### config.mk
export PLATFORM = sky130hd
export DESIGN_NAME = fnorm_fu_flat
export DESIGN_NICKNAME = d
export VERILOG_FILES = /design/src/rtl/fnorm_fu_if.sv /design/src/rtl/fnorm_fu.sv /design/src/flat_wrapper.sv
export SDC_FILE = /design/constraint.sdc
export NUM_CORES = 1
export LEC_CHECK = 0
export ABC_AREA = 0
export BUFFER_PORTS_ARGS = -buffer_cell sky130_fd_sc_hd__buf_2
export CORE_ASPECT_RATIO = 1.1
export CORE_MARGIN = 2
export CORE_UTILIZATION = 31
export DETAILED_ROUTE_END_ITERATION = 6
export GPL_ROUTABILITY_DRIVEN = 0
export PLACE_DENSITY = 0.51
export RECOVER_POWER = 25
export SLEW_MARGIN = 20
export SYNTH_ARGS = -nofsm -noshare
export SYNTH_HDL_FRONTEND = slang
export SYNTH_SLANG_ARGS = --single-unit
### constraint.sdc
create_clock -name clk -period 3.49 [get_ports clk]
set_clock_uncertainty 0.2 [all_clocks]
set_input_delay 0.698 -clock clk [delete_from_list [all_inputs] [get_ports clk]]
set_output_delay 0.698 -clock clk [all_outputs]
set_load 0.01 [all_outputs]
### src/rtl/fnorm_fu_if.sv
// Handshake and payload bundle for the fnorm_fu normalise/round/pack stage.
// master drives the input beat and out_ready; slave is the fnorm_fu side.
interface fnorm_fu_if #(
    parameter int unsigned TAG_W = 4
);
    logic             in_valid;
    logic             in_ready;
    logic             sign_in;
    logic [6:0]       exponent_in;
    logic [17:0]      mantissa_in;
    logic [TAG_W-1:0] tag_in;
    logic             out_valid;
    logic             out_ready;
    logic [17:0]      result;
    logic [TAG_W-1:0] tag_out;
    logic             overflow;
    logic             inexact;

    modport master (
        output in_valid, sign_in, exponent_in, mantissa_in, tag_in, out_ready,
        input  in_ready, out_valid, result, tag_out, overflow, inexact
    );

    modport slave (
        input  in_valid, sign_in, exponent_in, mantissa_in, tag_in, out_ready,
        output in_ready, out_valid, result, tag_out, overflow, inexact
    );
endinterface

### src/rtl/fnorm_fu.sv
// fnorm_fu: 3-stage normalise / round / pack pipeline behind the FADD/FSUB/CVTIF unit.
// Output format: {sign, biased-63 exponent[6:0], fraction[9:0]}.
// Optional macro FNORM_RNE_EN: round-to-nearest-even; when undefined, results truncate.
// Upstream cannot stall, so issue logic must hold one credit per beat it sends here;
// in_ready only tells that logic when the three buffer slots are all occupied.
module fnorm_fu #(
    parameter int unsigned TAG_W = 4
) (
    input  logic        clk,
    input  logic        rst,
    fnorm_fu_if.slave   bus
);
    localparam int unsigned MANT_W  = 18;
    localparam int unsigned EXP_W   = 7;
    localparam int unsigned FRAC_W  = 10;
    localparam int unsigned POS_W   = 5;
    localparam int unsigned EW_W    = 8;
    localparam int unsigned NORM_W  = MANT_W - 1;
    localparam int unsigned GRD_BIT = NORM_W - 1 - FRAC_W;
    localparam int unsigned EXP_SAT = 127;
    localparam int unsigned RES_W   = 1 + EXP_W + FRAC_W;
`ifdef FNORM_RNE_EN
    localparam int unsigned FSUM_W  = FRAC_W + 1;
`endif

    logic v0, v1, v2;
    logic ld0, ld1, ld2;

    // Stage load enables: a stage loads when empty or when its successor is loading.
    always_comb begin
        ld2 = !v2 || bus.out_ready;
        ld1 = !v1 || ld2;
        ld0 = !v0 || ld1;
    end

    assign bus.in_ready = ld0;

    // ---------------- Stage 0: leading-one detect ----------------
    logic [POS_W-1:0]  lod_p;
    logic [MANT_W-1:0] s0_m;
    logic [POS_W-1:0]  s0_p;
    logic              s0_zero;
    logic              s0_sign;
    logic [EXP_W-1:0]  s0_exp;
    logic [TAG_W-1:0]  s0_tag;

    // Position of the highest set mantissa bit (0 when the mantissa is zero).
    always_comb begin
        lod_p = '0;
        for (int i = 0; i < int'(MANT_W); i++) begin
            if (bus.mantissa_in[i]) begin
                lod_p = POS_W'(i);
            end
        end
    end

    // Stage 0 register: capture the accepted beat with its leading-one position.
    always_ff @(posedge clk) begin
        if (rst) begin
            v0      <= 1'b0;
            s0_m    <= '0;
            s0_p    <= '0;
            s0_zero <= 1'b0;
            s0_sign <= 1'b0;
            s0_exp  <= '0;
            s0_tag  <= '0;
        end else if (ld0) begin
            v0 <= bus.in_valid;
            if (bus.in_valid) begin
                s0_m    <= bus.mantissa_in;
                s0_p    <= lod_p;
                s0_zero <= (bus.mantissa_in == '0);
                s0_sign <= bus.sign_in;
                s0_exp  <= bus.exponent_in;
                s0_tag  <= bus.tag_in;
            end
        end
    end

    // ---------------- Stage 1: normalising shift ----------------
    logic [NORM_W-1:0] norm;
    logic [EW_W-1:0]   e_sum;
    logic [EW_W-1:0]   s1_e;
    logic [FRAC_W-1:0] s1_frac;
    logic              s1_guard;
    logic              s1_sticky;
    logic              s1_zero;
    logic              s1_sign;
    logic [TAG_W-1:0]  s1_tag;

    // Shift the leading one up to bit 17 and drop it; what remains is frac|guard|sticky.
    always_comb begin
        norm  = NORM_W'(s0_m << (POS_W'(MANT_W - 1) - s0_p));
        e_sum = EW_W'(s0_exp) + EW_W'(s0_p);
    end

    // Stage 1 register: biased exponent, fraction and rounding bits.
    always_ff @(posedge clk) begin
        if (rst) begin
            v1        <= 1'b0;
            s1_e      <= '0;
            s1_frac   <= '0;
            s1_guard  <= 1'b0;
            s1_sticky <= 1'b0;
            s1_zero   <= 1'b0;
            s1_sign   <= 1'b0;
            s1_tag    <= '0;
        end else if (ld1) begin
            v1 <= v0;
            if (v0) begin
                s1_e      <= e_sum;
                s1_frac   <= norm[NORM_W-1 -: FRAC_W];
                s1_guard  <= norm[GRD_BIT];
                s1_sticky <= |norm[GRD_BIT-1:0];
                s1_zero   <= s0_zero;
                s1_sign   <= s0_sign;
                s1_tag    <= s0_tag;
            end
        end
    end

    // ---------------- Stage 2: round and pack ----------------
    logic [FRAC_W-1:0] frac_rnd;
    logic [EW_W-1:0]   e_rnd;
    logic [RES_W-1:0]  nxt_res;
    logic              nxt_ovf;
    logic              nxt_inx;
    logic [RES_W-1:0]  res_q;
    logic [TAG_W-1:0]  tag_q;
    logic              ovf_q;
    logic              inx_q;

`ifdef FNORM_RNE_EN
    logic              round_up;
    logic [FSUM_W-1:0] frac_sum;

    // Round to nearest even; a fraction carry bumps the exponent.
    always_comb begin
        round_up = s1_guard && (s1_sticky || s1_frac[0]);
        frac_sum = FSUM_W'(s1_frac) + FSUM_W'(round_up);
        frac_rnd = frac_sum[FRAC_W-1:0];
        e_rnd    = s1_e + EW_W'(frac_sum[FRAC_W]);
    end
`else
    // Truncate: the discarded bits only feed the inexact flag.
    always_comb begin
        frac_rnd = s1_frac;
        e_rnd    = s1_e;
    end
`endif

    // Special-case selection: zero, then saturate to infinity, then flush, else normal.
    always_comb begin
        nxt_res = {s1_sign, e_rnd[EXP_W-1:0], frac_rnd};
        nxt_ovf = 1'b0;
        nxt_inx = s1_guard || s1_sticky;
        if (s1_zero) begin
            nxt_res = '0;
            nxt_inx = 1'b0;
        end else if (e_rnd >= EW_W'(EXP_SAT)) begin
            nxt_res = {s1_sign, {EXP_W{1'b1}}, {FRAC_W{1'b0}}};
            nxt_ovf = 1'b1;
        end else if (e_rnd == '0) begin
            nxt_res = {s1_sign, {(RES_W-1){1'b0}}};
            nxt_inx = 1'b1;
        end
    end

    // Output register: holds its beat until the consumer takes it.
    always_ff @(posedge clk) begin
        if (rst) begin
            v2    <= 1'b0;
            res_q <= '0;
            tag_q <= '0;
            ovf_q <= 1'b0;
            inx_q <= 1'b0;
        end else if (ld2) begin
            v2 <= v1;
            if (v1) begin
                res_q <= nxt_res;
                tag_q <= s1_tag;
                ovf_q <= nxt_ovf;
                inx_q <= nxt_inx;
            end
        end
    end

    assign bus.out_valid = v2;
    assign bus.result    = res_q;
    assign bus.tag_out   = tag_q;
    assign bus.overflow  = ovf_q;
    assign bus.inexact   = inx_q;

endmodule

### src/flat_wrapper.sv
// flat-port wrapper written by rule: the top's interface ports become plain ports
module fnorm_fu_flat 
#(
    parameter int unsigned TAG_W = 4
)
  (clk, rst, bus_in_valid, bus_sign_in, bus_exponent_in, bus_mantissa_in, bus_tag_in, bus_out_ready, bus_in_ready, bus_out_valid, bus_result, bus_tag_out, bus_overflow, bus_inexact);
  fnorm_fu_if #(.TAG_W(TAG_W)) bus_i ();
  input  logic clk;
  input  logic rst;
  input wire logic [$bits(bus_i.in_valid)-1:0] bus_in_valid;
  input wire logic [$bits(bus_i.sign_in)-1:0] bus_sign_in;
  input wire logic [$bits(bus_i.exponent_in)-1:0] bus_exponent_in;
  input wire logic [$bits(bus_i.mantissa_in)-1:0] bus_mantissa_in;
  input wire logic [$bits(bus_i.tag_in)-1:0] bus_tag_in;
  input wire logic [$bits(bus_i.out_ready)-1:0] bus_out_ready;
  output wire logic [$bits(bus_i.in_ready)-1:0] bus_in_ready;
  output wire logic [$bits(bus_i.out_valid)-1:0] bus_out_valid;
  output wire logic [$bits(bus_i.result)-1:0] bus_result;
  output wire logic [$bits(bus_i.tag_out)-1:0] bus_tag_out;
  output wire logic [$bits(bus_i.overflow)-1:0] bus_overflow;
  output wire logic [$bits(bus_i.inexact)-1:0] bus_inexact;
  assign bus_i.in_valid = bus_in_valid;
  assign bus_i.sign_in = bus_sign_in;
  assign bus_i.exponent_in = bus_exponent_in;
  assign bus_i.mantissa_in = bus_mantissa_in;
  assign bus_i.tag_in = bus_tag_in;
  assign bus_i.out_ready = bus_out_ready;
  assign bus_in_ready = bus_i.in_ready;
  assign bus_out_valid = bus_i.out_valid;
  assign bus_result = bus_i.result;
  assign bus_tag_out = bus_i.tag_out;
  assign bus_overflow = bus_i.overflow;
  assign bus_inexact = bus_i.inexact;
  fnorm_fu #(.TAG_W(TAG_W)) u_core (.clk(clk), .rst(rst), .bus(bus_i));
endmodule
Word level (Yosys, flattened, before mapping). Cells that the tools add are included.

Output and inout port bits: 26. Word-level logic and storage cells: 62. Bits in registers: 89.

Reductions and logical operators: 13. $add $sub $neg: 2. Order comparisons: 1. Multiplexer cells: 25. Shift operators: 1.

Operators by type and width (count): $mux 17 (2); $mux 4 (8); $logic_not 18->1 (1); $mux 18 (1); $shl 18x5->17 (1); $mux 3 (4); $mux 5 (2); $add 7x5->8 (1); $ge 8x7->1 const B (1); $logic_not 8->1 (1); $mux 1 (6); $reduce_and 2->1 (3); $reduce_or 6->1 (1); $sub 5x5->5 const A (1); $logic_or 1x1->1 (4); $mux 2 (2); $logic_not 1->1 (3).

Depth between registers and ports, before layout. Gate-level depths: netlist of run 1.

Depth after elaboration: 17. Mapped depth: 11.

Worst setup path before layout of run 1. No wires, ideal clock.

Path kind: reg2reg. Start point: register u_core.s0_p[1]. End point: register u_core.s1_frac[8] (netlist: u_core.frac_rnd[8]). Period minus slack after synthesis: 2551 ps. Path slack: 939 ps. Cell stages (with the launch flop): 12. Arrival: 2224 ps. Library setup time: 128 ps. Required time: 3162 ps. Cells stage by stage: dfxtp_1 buf_6 buf_8 buf_2 inv_2 ha_1 clkbuf_1 mux4_1 nand2_1 nand2_1 a222oi_1 nor2_1.

Cells in the longest elaborated chain, start to end: 2.

RTL lines: start, declared (RTL line fnorm_fu.sv:41) `logic [POS_W-1:0] s0_p;`; start signal, assigned (RTL line fnorm_fu.sv:71) `s0_p <= lod_p;`; $sub 5x5->5 (RTL line fnorm_fu.sv:93) `norm = NORM_W'(s0_m << (POS_W'(MANT_W - 1) - s0_p));`; $shl 18x5->17 (RTL line fnorm_fu.sv:93); end signal, assigned (RTL line fnorm_fu.sv:112) `s1_frac <= norm[NORM_W-1 -: FRAC_W];`; end, declared (RTL line fnorm_fu.sv:84) `logic [FRAC_W-1:0] s1_frac;`.

No other way between the ends. A chain may end at the register's enable or synchronous reset.

Worst setup path after layout of run 1.
Start point: register u_core.s0_p[2]. End point: register u_core.s1_frac[9] (netlist: u_core.frac_rnd[9]).

The elaborated chain is that of the path after synthesis.

==> results.py, run 1 <==
metrics = {
    "place": {
        "dp_hpwl_um": 7600,
        "io_buffers": 59,
        "dp.cells": 735,
    },
    "critical_path": {
        "crit_end": "u_core.frac_rnd[9]$_SDFFE_PP0P_",
        "path_max_fanout": 17,
        "crit_buf_inv": 2,
        "cp-startpoint": "u_core.s0_p[2]$_SDFFE_PP0P_",
        "r2r_slack_ns": 0.80,
        "arrival_ns": 2.70,
        "reg2reg_to": "u_core.frac_rnd[9]$_SDFFE_PP0P_",
        "endpoint_kind": "register",
        "path_depth": 7,
        "reg2reg_from": "u_core.s0_p[2]$_SDFFE_PP0P_",
        "crit_family": "compound AO/OA/AOI/OAI gates",
        "cp-start-kind": "register",
        "required_ns": 3.50,
        "path_cells": "inv_1, ha_1, clkinv_1, mux2i_1, a211oi_1, o21ai_0, a311oi_1",
        "slowest_stage": "ha_1",
        "max_stage_delay_ns": 0.53,
        "r2r_cells": 7,
        "worst-setup-path-type": "reg -> reg",
    },
    "synth": {
        "synthesis.nets": 556,
        "syn_area_um2": 4300,
        "synthTopCellsByArea": "dfxtp_1, nand2_1, a21oi_1, nor2_1, mux4_2",
        "yosysUniqueCellTypes": 58,
        "netlist_top_cells_count": "nand2_1, dfxtp_1, nor2_1",
        "synth_top_area_share_pct": 41.0,
        "async_flop_share_pct": 0,
        "synth.largest_area_cell": "dfxtp_1",
        "ys_seq_area_share_pct": 41.0,
        "synth-main-ff-cell": "dfxtp_1",
        "yosysWarnings": 0,
        "syn-mean-instance-area_um2": 8.35,
        "synthesis.instances": 515,
        "yosysMostFrequentCell": "nand2_1",
        "synth-edff-count": 0,
        "synth_seq_cells": 88,
    },
    "outcome": {
        "outcome": "finished with violations",
        "violations": "capacitance limit, slew limit",
    },
    "global_route": {
        "grt_max_degree": 94,
        "grt_pass1_vias": 3318,
        "grt_remaining_overflow": 0,
        "track_usage_pct": 14.4,
        "grt_pass1_wl_um": 17000,
        "grt_antenna_before_repair": 0,
    },
    "route": {
        "routed-wl-met3_um": 452,
        "drc_errors": 0,
        "ant_nets": 0,
        "dr.max_layer_used": "met4",
        "drt_first_iter_violations": 306,
        "via_per_inst": 4.89,
        "wl_met2_um": 4330,
        "wirelength_met1_um": 5330,
        "dr.pass1.iters": 5,
        "drt_wl_total_um": 10400,
        "wl_per_cell_um": 13.8,
        "vias": 3673,
    },
    "layout": {
        "syn2layout_area_growth_pct": 16.3,
        "fill_cells": 1447,
        "fin_cells": 751,
        "multi_input_area_um2": 2320,
        "nets": 599,
        "diodes": 0,
        "drive_above_1_share_pct": 15.5,
        "final_util_pct": 36.5,
        "regArea_um2": 1760,
    },
    "clocking": {
        "clk_path_buf_depth": 2,
        "root_buffer": "clkbuf_16",
        "htreeDepth": 3,
        "clkTransAtPathRegs_ns": 0.07,
        "cts_made_buffers": 9,
        "cts_resized": 0,
        "numClockSinks": 88,
        "tritoncts": "yes",
        "clkLatencyLatePin_ns": 0.34,
        "postCtsSetupRepairBufs": 0,
        "cts_hold_buf": 0,
    },
    "sta": {
        "worst_pin_slew_ns": 1.80,
        "tns_ns": 0,
        "finalSetupViolCount": 0,
        "min_period_ns": 2.69,
        "maxSlewViolCount": 94,
        "fin_crit_sh_pct": 77.1,
        "finalHoldViolations": 0,
        "rsz0062_at_grt": "false",
        "maxSlewHeadroom_pct": -20.0,
        "fmax_ghz": 0.372,
    },
    "floorplan": {
        "initial_core_util_pct": 31.4,
        "die_width_um": 116,
        "row_count": 45,
        "die_y_um": 127,
        "io_pins": 60,
        "core_area_um2": 13700,
        "die_area_um2": 14800,
    },
    "flow_run": {
        "drv_cap": 1,
    },
    "power_and_ir_drop": {
        "p_leak_nw": 1.88,
        "powerDensity_nw_per_um2": 462,
        "vdd_drop_max_v": 0.000174,
        "power_mw": 2.31,
    },
    "worst_hold_path": {
        "hold_class": "reg -> reg",
        "hold_start": "u_core.s1_sign$_SDFFE_PP0P_",
    },
}
-- layer usage --
layer / GRT usage (%) / vias to the layer above
met5: 0 / -
met4: 6.65 / 0
met3: 2.32 / 16
met2: 20.1 / 69
met1: 21.5 / 1683
li1: - / 1905
-- report_power, final --
group          internal [mW]  switching [mW]
Combinational          0.109           0.158
Clock                  0.576           0.392
Sequential              1.04          0.0346
Total                   1.72           0.584
-- area by class of cell --
cell class              count  area share [%]
multi-input cells         381            46.5
flip-flops and latches     88            35.2
repair buffers             67            6.63
clock buffers              10            4.78
well taps                 188            4.71
clock inverters             6            1.33
inverters                  11           0.826
-- state kept, by name, summed over array words and instances, names as in the netlist --
| register | flops |
|---|---|
| u_core.bus.inexact | 1 |
| u_core.bus.out_valid | 1 |
| u_core.bus.overflow | 1 |
| u_core.bus.result | 18 |
| u_core.bus.tag_out | 4 |
| u_core.e_rnd | 8 |
| u_core.frac_rnd | 10 |
| u_core.s0_exp | 7 |
| u_core.s0_m | 17 |
| u_core.s0_p | 5 |
| u_core.s0_sign | 1 |
| u_core.s0_tag | 4 |
| u_core.s0_zero | 1 |
| u_core.s1_guard | 1 |
| u_core.s1_sign | 1 |
| u_core.s1_sticky | 1 |
| u_core.s1_tag | 4 |
| u_core.s1_zero | 1 |
| u_core.v0 | 1 |
| u_core.v1 | 1 |
-- worst reg2reg max path, cell delays in order (launching register included) --
cell	delay, ns
dfxtp_1	0.43
inv_1	0.07
ha_1	0.53
clkinv_1	0.47
mux2i_1	0.24
a211oi_1	0.22
o21ai_0	0.11
a311oi_1	0.29
-- cells by family after synthesis --
group | count (synthesis) | synth area share [%]
and+or+nand+nor | 215 | 21.7
adders and majority gates | 7 | 2.21
muxes | 30 | 10.4
buffers and inverters | 46 | 4.95
DFF | 88 | 41.0
AOI/OAI and AO/OA | 123 | 18.5
xor gates and xnor gates | 6 | 1.22
-- worst min path at each step --
| stage | to | slack (ns) | cells after the start |
|---|---|---|---|
| finish | u_core.s1_sign$_SDFFE_PP0P_ | 0.25 | 2 |
| global route | u_core.s1_sign$_SDFFE_PP0P_ | 0.27 | 2 |
| CTS | u_core.s1_sign$_SDFFE_PP0P_ | 0.26 | 2 |
| detailed placement | u_core.s1_sign$_SDFFE_PP0P_ | 0.24 | 2 |
| global placement | u_core.s1_sign$_SDFFE_PP0P_ | 0.24 | 2 |
| floorplan | u_core.s1_sign$_SDFFE_PP0P_ | 0.23 | 2 |
-- placed cells by master, fill, tap and decap left out, types with 2 or more instances in the layout --
cell type / n
a211o_1: 3
a211oi_1: 5
a21oi_1: 63
a221oi_1: 2
a222oi_1: 2
a22oi_1: 19
buf_2: 42
buf_4: 7
clkbuf_1: 17
clkbuf_16: 9
clkinv_2: 2
clkinv_4: 2
dfxtp_1: 88
ha_1: 6
inv_1: 9
mux2_2: 6
mux2i_1: 13
mux4_1: 2
mux4_2: 8
nand2_1: 100
nand2b_1: 3
nand3_1: 4
nand3b_1: 3
nand4_1: 3
nor2_1: 65
nor2b_1: 4
nor3_1: 16
nor3b_1: 2
nor4_1: 5
o21a_1: 2
o21ai_0: 7
o21bai_1: 3
o31a_1: 3
o31ai_1: 4
or3_1: 3
xnor2_1: 4
xor2_1: 2
-- per-stage QoR --
step / instance area [um^2] / setup WS [ns] / hold WS, ns
4_1_cts: 5030 / 0.837 / 0.255
6_report: 5000 / 0.800 / 0.254
3_3_place_gp: 4730 / 0.936 / 0.242
2_1_floorplan: 4300 / 0.939 / 0.232
3_5_place_dp: 4730 / 0.860 / 0.244
5_1_grt: 5000 / 0.487 / 0.270
(Power assumes the default switching activity.)
==> run 2, diff against run 1 <==
PLACE_DENSITY = 0.53   (was 0.51)
clock period = 2.2 ns   (was 3.49 ns; I/O delays follow)
==> run 2 against run 1 <==
  * The flow now finishes without violations
  * First-iteration DRC count decreased by 29%
  * Global-route usage up 0.34 points
  * Via count increased by 0.82%
  * Sequential cell count did not move
  * Maximum frequency up 30%
  * Largest cell class unchanged
==> results.py, run 2 (synthesized netlist as in run 1, its figures left out) <==
metrics = {
    "sta": {
        "fmax_ghz": 0.481,
        "maxSlewViolCount": 0,
        "worst_pin_slew_ns": 0.680,
        "maxSlewHeadroom_pct": 54.3,
        "fin_crit_sh_pct": 94.4,
        "min_period_ns": 2.08,
        "tns_ns": 0,
        "holdWs_ns": 0.135,
        "rsz0062_at_grt": "false",
        "finalSetupViolCount": 0,
        "finalHoldViolations": 0,
    },
    "layout": {
        "final_util_pct": 37.7,
        "multi_input_area_um2": 2340,
        "largest_register_ffs": 18,
        "fin_cells": 764,
        "final_cell_mix": "nand2_1, dfxtp_1, nor2_1",
        "final_common_cell": "nand2_1",
        "drive_above_1_share_pct": 16.5,
        "nets": 612,
        "fill_cells": 1420,
        "diodes": 0,
        "syn2layout_area_growth_pct": 19.9,
        "regArea_um2": 1760,
    },
    "power_and_ir_drop": {
        "powerDensity_nw_per_um2": 738,
        "p_leak_nw": 1.93,
        "power_mw": 3.80,
        "vdd_drop_max_v": 0.000424,
    },
    "route": {
        "dr.pass1.iters": 4,
        "vias": 3703,
        "via_per_inst": 4.85,
        "ant_nets": 0,
        "drc_errors": 0,
        "drt_first_iter_violations": 217,
        "drt_wl_total_um": 10500,
        "wl_per_cell_um": 13.8,
    },
    "clocking": {
        "cts_hold_buf": 0,
        "root_buffer": "clkbuf_16",
        "cts_made_buffers": 9,
        "clkLatencyLatePin_ns": 0.34,
        "numClockSinks": 88,
        "htreeDepth": 3,
        "tritoncts": "yes",
        "clkTransAtPathRegs_ns": 0.06,
        "clk_path_buf_depth": 2,
    },
    "flow_run": {
        "drv_cap": 0,
    },
    "floorplan": {
        "die_width_um": 116,
        "die_y_um": 127,
        "initial_core_util_pct": 31.4,
        "core_area_um2": 13700,
        "die_area_um2": 14800,
        "row_count": 45,
        "io_pins": 60,
    },
    "global_route": {
        "grt_pass1_vias": 3449,
        "grt_max_degree": 74,
        "track_usage_pct": 14.7,
        "grt_antenna_before_repair": 0,
        "grt_remaining_overflow": 0,
        "grt_pass1_wl_um": 17500,
    },
    "place": {
        "io_buffers": 59,
        "dp_hpwl_um": 7870,
        "dp.cells": 745,
    },
    "critical_path": {
        "arrival_ns": 2.14,
        "required_ns": 2.26,
        "path_max_fanout": 3,
        "path_cells": "ha_1, inv_1, fa_1, nor2b_2, o21a_1, o31a_1, xnor2_1, a211oi_1",
        "worst-setup-path-type": "reg -> reg",
        "crit_buf_inv": 1,
        "endpoint_kind": "register",
        "cp-start-kind": "register",
        "slowest_stage": "fa_1",
        "max_stage_delay_ns": 0.44,
        "crit_family": "adder cells",
    },
    "worst_hold_path": {
        "hold_class": "in -> reg",
    },
    "outcome": {
        "outcome": "complete, no violations",
    },
}
[run 2: cell count changes in the layout (fill, tap and decap cells not counted), sizes merged]
cell	delta
bufinv	+1
buf	+6
clkbuf	+8
clkinv	-3
clkinvlp	+1
[run 2: power by group]
part / total, mW / internal, mW / switching, mW
registers: 1.70 / 1.65 / 0.0528
clock network: 1.65 / 1.03 / 0.619
logic: 0.457 / 0.198 / 0.260
[run 2: through the flow]
stage                     setup slack, ns  area [um^2]
after floorplan                   -0.0132         4330
after global placement              0.151         4830
after detailed placement            0.104         4830
after CTS                          0.0966         5150
after global routing              0.00111         5150
final                               0.123         5150
[run 2: tightest hold or removal path, cell delays in order]
cell and delay, ns:
buf_2 0.09, nand2_1 0.05, a21oi_1 0.05
[run 2: repair_timing]
| item | in CTS | in global routing |
|---|---|---|
| buffers inserted | 0 | 3 |
| gates resized for setup | 0 | 4 |
| endpoints found under the setup margin | 0 | 5 |
| hold endpoints to repair | 0 | 0 |
[run 2: final timing paths]
kind,startpoint,to,slack [ns],depth (start not counted)
setup reg to reg,u_core.s0_exp[0]$_SDFFE_PP0P_,u_core.e_rnd[6]$_SDFFE_PP0P_,0.12,8
setup / recovery,u_core.s0_exp[0]$_SDFFE_PP0P_,u_core.e_rnd[6]$_SDFFE_PP0P_,0.12,8
hold reg to reg,u_core.frac_rnd[5]$_SDFFE_PP0P_,u_core.frac_rnd[5]$_SDFFE_PP0P_,0.25,2
hold / removal,bus_exponent_in[1],u_core.s0_exp[1]$_SDFFE_PP0P_,0.13,3
[run 2: area by class of cell]
cell class / instances / share of cell area (%)
multi-input cells: 381 / 45.5
repair buffers: 80 / 8.67
inverters: 11 / 0.874
clock buffers: 11 / 4.71
well taps: 188 / 4.56
clock inverters: 5 / 1.53
flip-flops and latches: 88 / 34.2
[run 2: layer usage]
layer,up-vias,track usage (%),wire [um]
met3,17,2.89,447
met4,0,5.67,211
li1,1927,-,-
met2,71,21.8,4580
met5,-,0,0
met1,1688,21.1,5310
==> run 3, diff against run 2 <==
CORE_ASPECT_RATIO = unset   (was 1.1)
==> run 3 against run 2 <==
  * Sequential cell count stayed put
  * Setup slack better by 0.030 ns
  * Register-to-register slack better by 0.03 ns
  * Critical path depth stayed put
  * Total power is 5.8% lower
  * Non-clock buffer count is 2 lower
  * Routed wire length is 1.6% higher
  * Global-route usage is 0.33 points higher
  * Critical path type unchanged
  * Utilization is 0.38 points lower
  * Count of clock-buffer cells in the layout is 1 higher
  * Worst hold slack better by 0.0067 ns
==> results.py, run 3 (synthesized netlist as in run 1, its figures left out) <==
metrics = {
    "global_route": {
        "grt_pass1_wl_um": 17700,
        "grt_antenna_before_repair": 0,
        "track_usage_pct": 15.1,
        "grt_max_degree": 93,
        "grt_pass1_vias": 3551,
        "grt_remaining_overflow": 0,
    },
    "critical_path": {
        "required_ns": 2.25,
        "path_max_fanout": 3,
        "max_stage_delay_ns": 0.43,
        "worst-setup-path-type": "reg -> reg",
        "reg2reg_to": "u_core.e_rnd[6]$_SDFFE_PP0P_",
        "arrival_ns": 2.10,
        "slowest_stage": "fa_1",
        "path_cells": "ha_1, inv_1, fa_1, nor2b_1, o21a_1, o31a_1, xnor2_1, a211oi_1",
        "r2r_slack_ns": 0.15,
        "cp-start-kind": "register",
        "endpoint_kind": "register",
        "r2r_cells": 8,
        "reg2reg_from": "u_core.s0_exp[0]$_SDFFE_PP0P_",
    },
    "floorplan": {
        "initial_core_util_pct": 31.3,
        "core_area_um2": 13700,
        "die_y_um": 122,
        "die_width_um": 122,
        "row_count": 43,
        "die_area_um2": 14800,
        "io_pins": 60,
    },
    "layout": {
        "regArea_um2": 1760,
        "fill_cells": 1447,
        "multi_input_area_um2": 2340,
        "nets": 610,
        "final_common_cell": "nand2_1",
        "drive_above_1_share_pct": 16.7,
        "largest_register_ffs": 18,
        "fin_cells": 754,
        "final_cell_mix": "nand2_1, dfxtp_1, nor2_1",
        "diodes": 0,
        "syn2layout_area_growth_pct": 19.1,
    },
    "sta": {
        "maxSlewHeadroom_pct": 55.0,
        "worst_pin_slew_ns": 0.669,
        "finalHoldViolations": 0,
        "holdWs_ns": 0.141,
        "rsz0062_at_grt": "false",
        "maxSlewViolCount": 0,
        "fin_crit_sh_pct": 93.1,
        "fmax_ghz": 0.488,
        "finalSetupViolCount": 0,
        "min_period_ns": 2.05,
    },
    "route": {
        "ant_nets": 0,
        "drt_wl_total_um": 10700,
        "dr.pass1.iters": 4,
        "vias": 3723,
        "drt_first_iter_violations": 220,
        "drc_errors": 0,
        "via_per_inst": 4.94,
        "wl_per_cell_um": 14.2,
    },
    "power_and_ir_drop": {
        "p_leak_nw": 1.93,
        "powerDensity_nw_per_um2": 700,
        "power_mw": 3.58,
        "vdd_drop_max_v": 0.000345,
    },
    "worst_hold_path": {
        "hold_depth": 3,
        "worstHoldEndpoint": "u_core.s0_exp[2]$_SDFFE_PP0P_",
        "hold_start": "bus_exponent_in[2]",
        "hold_class": "in -> reg",
    },
    "flow_run": {
        "drv_cap": 0,
    },
    "clocking": {
        "clkLatencyLatePin_ns": 0.34,
        "tritoncts": "yes",
        "clk_path_buf_depth": 2,
        "clkTransAtPathRegs_ns": 0.06,
        "cts_made_buffers": 9,
        "root_buffer": "clkbuf_16",
        "cts_hold_buf": 0,
        "numClockSinks": 88,
        "htreeDepth": 3,
    },
    "place": {
        "io_buffers": 59,
        "dp_hpwl_um": 7920,
        "dp.cells": 738,
    },
    "outcome": {
        "outcome": "complete, no violations",
    },
}
-- run 3: changes by cell type in the layout (fill, tap and decap cells not counted), moves of 2 or more --
cell       delta
buf_2         +6
buf_4         -6
clkbuf_1      -4
buf_12        +3
bufinv_16     -2
-- run 3: power by group --
part	leakage [nW]	total, mW	switching [mW]	internal [mW]
clock network	0.129	1.42	0.621	0.799
registers	0.718	1.70	0.0538	1.65
logic	1.08	0.460	0.259	0.201
-- run 3: worst max-delay path by stage --
stage / from / endpoint / slack [ns] / cells past startpoint
after floorplan: u_core.s0_p[1]$_SDFFE_PP0P_ / u_core.frac_rnd[9]$_SDFFE_PP0P_ / -0.01 / 10
after detailed placement: u_core.s0_p[1]$_SDFFE_PP0P_ / u_core.e_rnd[5]$_SDFFE_PP0P_ / 0.13 / 7
final: u_core.s0_exp[0]$_SDFFE_PP0P_ / u_core.e_rnd[6]$_SDFFE_PP0P_ / 0.15 / 8
after CTS: u_core.s0_p[1]$_SDFFE_PP0P_ / u_core.e_rnd[5]$_SDFFE_PP0P_ / 0.11 / 7
after global routing: u_core.s0_p[0]$_SDFFE_PP0P_ / u_core.frac_rnd[5]$_SDFFE_PP0P_ / 0.003 / 6
after global placement: u_core.s0_p[1]$_SDFFE_PP0P_ / u_core.frac_rnd[7]$_SDFFE_PP0P_ / 0.14 / 6
-- run 3: layout make-up --
cell class	instances	share of cell area, %
multi-input cells	381	45.7
flip-flops and latches	88	34.4
repair buffers	78	9.24
clock buffers	12	4.82
well taps	180	4.40
inverters	11	0.807
clock inverters	4	0.562
-- run 3: worst max-delay path, delay by kind of cell (launching register included) --
kind | cells | cell delay (ns)
AND/OR/NAND/NOR | 1 | 0.15
AO/OA/AOI/OAI | 3 | 0.52
flip-flops | 1 | 0.35
XOR/XNOR | 1 | 0.07
buffers and inverters | 1 | 0.06
adder cells (fa/ha/maj) | 2 | 0.60
-- run 3: through the flow --
stage | setup TNS (ns) | worst slack, ns | util, % | area (um^2)
floorplan | -0.0239 | -0.0132 | - | 4330
global placement | 0 | 0.141 | 35.5 | 4860
detailed placement | 0 | 0.135 | 35.5 | 4860
CTS | 0 | 0.111 | 37.5 | 5140
global route | 0 | 0.00337 | 37.3 | 5120
finish | 0 | 0.152 | 37.3 | 5120
-- run 3: what timing repair did --
action / in CTS / in global routing
endpoints found under the setup margin: 0 / 4
setup buffers: 0 / 0
endpoints found under the hold margin: 0 / 0
resized for setup: 0 / 3
-- run 3: metal layers --
| layer | part of all wire, % | GRT usage, % | vias to the layer above |
|---|---|---|---|
| li1 | - | - | 1929 |
| met1 | 50 | 20.7 | 1711 |
| met2 | 45 | 23.4 | 79 |
| met3 | 4.3 | 3.75 | 4 |
| met4 | 0.88 | 4.53 | 0 |
| met5 | 0 | 0 | - |
